`src/rtl/sig_cfg_ctrl.sv`:
```
// Signal-generator front panel: three debounced buttons drive a small
// EDIT / ARM / RUN controller that edits four 2-bit parameter fields and
// gates the generator enable.
module sig_cfg_ctrl #(
    parameter int unsigned DEB_CNT = 1000000,
    parameter int unsigned SETTLE  = 4
) (
    input  logic       clk,
    input  logic       rst_n,
    input  logic       key_sel_n,
    input  logic       key_inc_n,
    input  logic       key_ok_n,
    output logic [1:0] cnt_sig,
    output logic [1:0] cnt_amp,
    output logic [1:0] cnt_fre,
    output logic [1:0] cnt_phase,
    output logic       confirm,
    output logic [1:0] menu,
    output logic [1:0] state_o
);

    localparam int unsigned CW = (DEB_CNT > 1) ? $clog2(DEB_CNT) : 1;
    localparam int unsigned SW = (SETTLE > 1) ? $clog2(SETTLE) : 1;
    localparam logic [CW-1:0] DEB_MAX    = CW'(DEB_CNT - 1);
    localparam logic [SW-1:0] SETTLE_MAX = SW'(SETTLE - 1);

    // key index: 0 = sel, 1 = inc, 2 = ok
    localparam int unsigned K_SEL = 0;
    localparam int unsigned K_INC = 1;
    localparam int unsigned K_OK  = 2;

    typedef enum logic [1:0] {
        EDIT = 2'd0,
        ARM  = 2'd1,
        RUN  = 2'd2
    } state_t;

    logic [2:0]    keys_raw;
    logic [2:0]    sync1;
    logic [2:0]    sync2;
    logic [2:0]    last;
    logic [2:0]    deb;
    logic [2:0]    armed;
    logic [2:0]    ev;
    logic [1:0]    sync_vld;
    logic [CW-1:0] deb_cnt [3];

    state_t        state_q, state_d;
    logic [1:0]    menu_q, menu_d;
    logic [1:0]    field_q [4];
    logic [1:0]    field_d [4];
    logic [SW-1:0] settle_q, settle_d;
    logic          confirm_q, confirm_d;

    assign keys_raw = {key_ok_n, key_inc_n, key_sel_n};

    // Synchronise, debounce and edge-detect each key. A key only produces
    // press events once it has been seen stably released since reset
    // (armed), so a button held through reset stays silent until re-pressed.
    // sync_vld keeps the counters idle until the synchroniser holds real data.
    always_ff @(posedge clk) begin
        if (!rst_n) begin
            sync1    <= '1;
            sync2    <= '1;
            last     <= '1;
            deb      <= '1;
            armed    <= '0;
            ev       <= '0;
            sync_vld <= '0;
            for (int unsigned k = 0; k < 3; k++) begin
                deb_cnt[k] <= '0;
            end
        end else begin
            sync1    <= keys_raw;
            sync2    <= sync1;
            sync_vld <= {sync_vld[0], 1'b1};
            for (int unsigned k = 0; k < 3; k++) begin
                last[k] <= sync2[k];
                ev[k]   <= 1'b0;
                if (!sync_vld[1] || (sync2[k] != last[k])) begin
                    deb_cnt[k] <= '0;
                end else if (deb_cnt[k] == DEB_MAX) begin
                    deb[k] <= sync2[k];
                    if (sync2[k]) begin
                        armed[k] <= 1'b1;
                    end
                    ev[k] <= armed[k] & deb[k] & ~sync2[k];
                end else begin
                    deb_cnt[k] <= deb_cnt[k] + 1'b1;
                end
            end
        end
    end

    // State and registered outputs.
    always_ff @(posedge clk) begin
        if (!rst_n) begin
            state_q    <= EDIT;
            menu_q     <= 2'd0;
            field_q[0] <= 2'd0;
            field_q[1] <= 2'd1;
            field_q[2] <= 2'd0;
            field_q[3] <= 2'd0;
            settle_q   <= '0;
            confirm_q  <= 1'b0;
        end else begin
            state_q   <= state_d;
            menu_q    <= menu_d;
            field_q   <= field_d;
            settle_q  <= settle_d;
            confirm_q <= confirm_d;
        end
    end

    // Next-state: ok has top priority in EDIT and RUN; ARM times out on settle.
    always_comb begin
        state_d = state_q;
        case (state_q)
            EDIT: if (ev[K_OK]) state_d = ARM;
            ARM:  if (settle_q == SETTLE_MAX) state_d = RUN;
            RUN:  if (ev[K_OK]) state_d = EDIT;
            default: state_d = EDIT;
        endcase
    end

    // Next outputs: field edits happen only in EDIT, ok > sel > inc.
    always_comb begin
        menu_d    = menu_q;
        field_d   = field_q;
        settle_d  = settle_q;
        confirm_d = (state_d == RUN);
        case (state_q)
            EDIT: begin
                if (ev[K_OK]) begin
                    settle_d = '0;
                end else if (ev[K_SEL]) begin
                    menu_d = menu_q + 2'd1;
                end else if (ev[K_INC]) begin
                    field_d[menu_q] = field_q[menu_q] + 2'd1;
                end
            end
            ARM: begin
                settle_d = settle_q + 1'b1;
            end
            RUN: begin
            end
            default: begin
                confirm_d = 1'b0;
            end
        endcase
    end

    assign cnt_sig   = field_q[0];
    assign cnt_amp   = field_q[1];
    assign cnt_fre   = field_q[2];
    assign cnt_phase = field_q[3];
    assign menu      = menu_q;
    assign confirm   = confirm_q;
    assign state_o   = state_q;

endmodule

```
`config.mk`:
```
export PLATFORM = sky130hd
export DESIGN_NAME = sig_cfg_ctrl
export DESIGN_NICKNAME = d
export VERILOG_FILES = /design/src/rtl/sig_cfg_ctrl.sv
export SDC_FILE = /design/constraint.sdc
export NUM_CORES = 1
export LEC_CHECK = 0
export CORE_MARGIN = 2
export CORE_UTILIZATION = 45
export DETAILED_ROUTE_END_ITERATION = 12
export GPL_ROUTABILITY_DRIVEN = 0
export MAX_ROUTING_LAYER = met4
export PLACE_DENSITY = 0.63
export SYNTH_ARGS = -nofsm -noshare
export SYNTH_HDL_FRONTEND = slang
export SYNTH_SLANG_ARGS = --single-unit
```
`constraint.sdc`:
```
create_clock -name clk -period 5.4 [get_ports clk]
set_clock_uncertainty 0.05 [all_clocks]
set_input_delay 1.08 -clock clk [delete_from_list [all_inputs] [get_ports clk]]
set_output_delay 1.08 -clock clk [all_outputs]
set_load 0.05 [all_outputs]
```
Word level (Yosys, flattened, before mapping) --
Memory sizes are Yosys's and may differ from the RTL's. Index checks and enable logic that the tools add are counted.
Operators by class: add/sub/neg operators 6, magnitude comparators 2, equality and inequality tests 11, mux-type cells 41, bitwise operators 25, reductions and logical operators 21
Operators with widths (count):
- $mux 20 | 6
- $add 20x1->20 const B | 3
- $eq 20x20->1 const B | 3
- $mux 1 | 23
- $mux 2 | 7
- $not 1->1 | 12
- $reduce_and 3->1 | 4
- $reduce_or 3->1 | 4
- $reduce_and 2->1 | 5
- $bwmux 8 | 1
- $add 2x1->2 const B | 3
- $and 1x1->1 | 6
- $eq 2x2->1 const B | 3
- $or 1x1->1 | 6
- $pmux 2 s3 | 1
- $bmux 2 s2 | 1
- $demux 2 s2 | 1
- $pmux 2 s2 | 1
- $reduce_and 4->1 | 1
- $ge 3x3->1 const B | 1
- $logic_or 1x1->1 | 3
- $lt 3x1->1 const B | 1
- $ne 1x1->1 | 3
- $not 2->3 | 1
- 6 further kinds | 6
Word-level totals: register bits after elaboration 35, memory bits (writable) 60, input port bits 5, output and inout port bits 13, word-level logic and storage cells 129, memories kept 1
Memory list:
- deb_cnt | words 3, bits a word 20, rd ports 3, clocked after Yosys merged registers in 0, wr ports 3, line 46 | logic [CW-1:0] deb_cnt [3];

Logic depth before layout (Yosys ltp) --
word-level depth 7, depth in mapped cells 6, mapped depth without buffers 5

Worst setup path after synthesis --
Ideal clock, no wire load.
kind register to register, from mem deb_cnt[1][11] in the netlist's numbering, to mem deb_cnt[1][0] in the netlist's numbering (enable), setup time 0.453 ns, data arrival time 1.876 ns, data required time 4.897 ns, setup slack 3.021 ns, stages on the path, launching flop included 4, buffers on the path 0, period minus slack after synthesis 2.379 ns, cells stage by stage edfxtp_1 > or4b_4 > nor4_4 > nand3_1
RTL lines (line):
- from (decl) | 46

==> flow_summary.ini <==
[global_routing]
use_met2_pct = 26.2
grt_overflow_total = 0
use_met3_pct = 3.45
grt.total_usage_pct = 16.2
busiest_layer = met2
grt_pass1_vias = 3116
grt_max_degree = 34
grt_pass1_wl_um = 14700
antenna_found_initial = 0
met1_usage_pct = 20.6

[cts]
cts_setup_buffers = 0
clock_path_buffers = 2
tritoncts = yes
cts.clk_slew.worst_paths_ns = 0.09
clock-root-buffer = clkbuf_8
ctsHtreeMaxLevel = 3
cts_hold_repair.buffers = 0
cts_sinks = 95
cts_resized = 0
clk_latency_ns = 0.36
cts_buffers = 9

[routing]
drcViolationCount = 0
ant_nets = 0
wirelength_um = 8600
via_count = 3385
dr.first_iter.drc_count = 205
vias_per_cell = 5.50
wl_per_cell_um = 14.0
first_pass_iters = 4

[status]
outcome = finished, final reports clean

[layout]
layout_common_cells = 60 x edfxtp_1, 52 x nor2_1, 35 x nand3_1, 35 x dfxtp_1, 28 x nand2_1
ff_latch_area_um2 = 2500
insertedDiodeCount = 0
final_common_cell = edfxtp_1
layout-drive-gt1-share_pct = 7.50
final_core_util_pct = 51.3
layout.nets = 488
syn2layout_area_growth_pct = 10.6
fillers = 963
multi_input_comb_area_um2 = 2190

[critical_path]
crit_type = input pin to register
r2r_slack_ns = 2.53
cp.arrival_ns = 3.00
path_max_fanout = 33
startpoint_type = input pin
cp_data_required_time_ns = 5.17
endpoint_kind = register

[floorplan]
dieArea_um2 = 11500
placementRows = 37
io_pins = 18
core_um2 = 10400
die_w_um = 107
die_h_um = 107
initial_core_util_pct = 46.4

[sta]
drv_slew = 0
max_freq_mhz = 310
worst_slew_pin_slew_ns = 1.02
fin_crit_sh_pct = 59.7
relSlewSlack_pct = 31.7
fin_tns_setup_ns = 0
finalSetupViolations = 0
rsz0062_at_grt = false
hold_viol = 0
finalCriticalPeriod_ns = 3.22

[logic_synthesis]
yosysTopAreaCell = edfxtp_1
synth_adder_area_share_pct = 2.08
async_flop_share_pct = 0
synth_cell_types = 49
syn_inst = 462
syn_area_per_cell_um2 = 10.4
synth_top_family_by_area = simple AND/OR/NAND/NOR gates
synth.area.mux_share_pct = 3.04
yosysTopAreaCellShare_pct = 37.5
synth_area_um2 = 4810
synth-xor-area-share_pct = 7.28
synth_warnings = 0
syn_nets = 475
ys_seq_elements = 95
seq_area_frac_synth_pct = 52.0
synth_flop_cell = edfxtp_1
synthSimpleGateAreaFrac_pct = 25.7
synth_compound_area_share_pct = 7.20
synth_area_leaders = edfxtp_1 37%, dfxtp_1 15%, xor2_1 4.4%
synth-edff-count = 60

[power]
leakagePower_uw = 0.00182
powerDensity_nw_per_um2 = 249
max-vdd-ir-drop_v = 0.000134

[placed_design]
post-dp-hpwl_um = 5790
io_buffers = 17

[hold_path]
hp-class = register to register

[flow_run]
drv_cap = 0
==> layer usage <==
metal | wire [um] | vias to the layer above | part of all wire, %
met5 | 0 | - | 0
met4 | 110 | 0 | 1.3
met3 | 228 | 7 | 2.7
met2 | 4090 | 48 | 48
met1 | 4170 | 1615 | 49
li1 | - | 1715 | -
==> metrics by stage <==
stage,cell area (um2),cells,setup slack (ns),power [uW],hold WS [ns]
after detailed placement,5080,600,1.76,808,0.351
after global placement,5080,600,1.84,808,0.352
after global routing,5320,616,1.92,1370,0.385
after floorplan,4810,462,3.02,801,0.336
after CTS,5320,616,2.10,1340,0.377
final,5320,616,2.18,1320,0.371
==> Yosys cell counts (all sizes together) (10+ instances only) <==
cell type and count:
nand4 14, xnor2 16, nand3 36, clkbuf 10, xor2 24, dfxtp 35
nor2 52, and2 10, nor3 10, nand2 28, o31ai 12, a21oi 21
edfxtp 60, and3 10, o21ai 12
==> power by group <==
group	total, uW	leakage [uW]	internal, uW	switching (uW)
sequential	770	0.00102	766	3.62
combinational	20.6	0.000672	8.68	12.0
clock	532	0.000121	273	259
==> state kept, by name, indices dropped and copies added (netlist names), 3 cells and up <==
| register | flops |
|---|---|
| sync2 | 3 |
| armed | 3 |
| ev | 3 |
| deb | 3 |
| deb_cnt | 60 |
| sync1 | 3 |
| last | 3 |
==> layout make-up <==
| class | instances | area share (%) |
|---|---|---|
| clock buffer | 11 | 3.27 |
| clock inverter | 5 | 1.13 |
| inverter | 9 | 0.635 |
| multi-input combinational | 340 | 41.1 |
| sequential | 95 | 47.0 |
| tap | 136 | 3.20 |
| timing repair buffer | 20 | 3.62 |
==> kinds of logic after synthesis <==
kind of cell               Yosys count
AOI/OAI and AO/OA                   56
xor gates and xnor gates            40
adders and majority gates            8
buffers and inverters               27
DFF                                 95
muxes                               12
and+or+nand+nor                    224
==> critical path, stage by stage <==
cell	delay, ns
clkdlybuf4s50_1	0.46
buf_4	0.29
nand2_1	0.18
a21oi_1	0.23
nand3_1	0.76
==> path summary, 6_finish.rpt <==
path,cells past startpoint,endpoint,from
hold / removal,1,sync2[2],sync1[2]
hold reg to reg,1,sync2[2],sync1[2]
setup reg to reg,3,deb_cnt[1][5],deb_cnt[1][13]
setup / recovery,5,deb_cnt[0][0],rst_n
(Power assumes the default switching activity.)
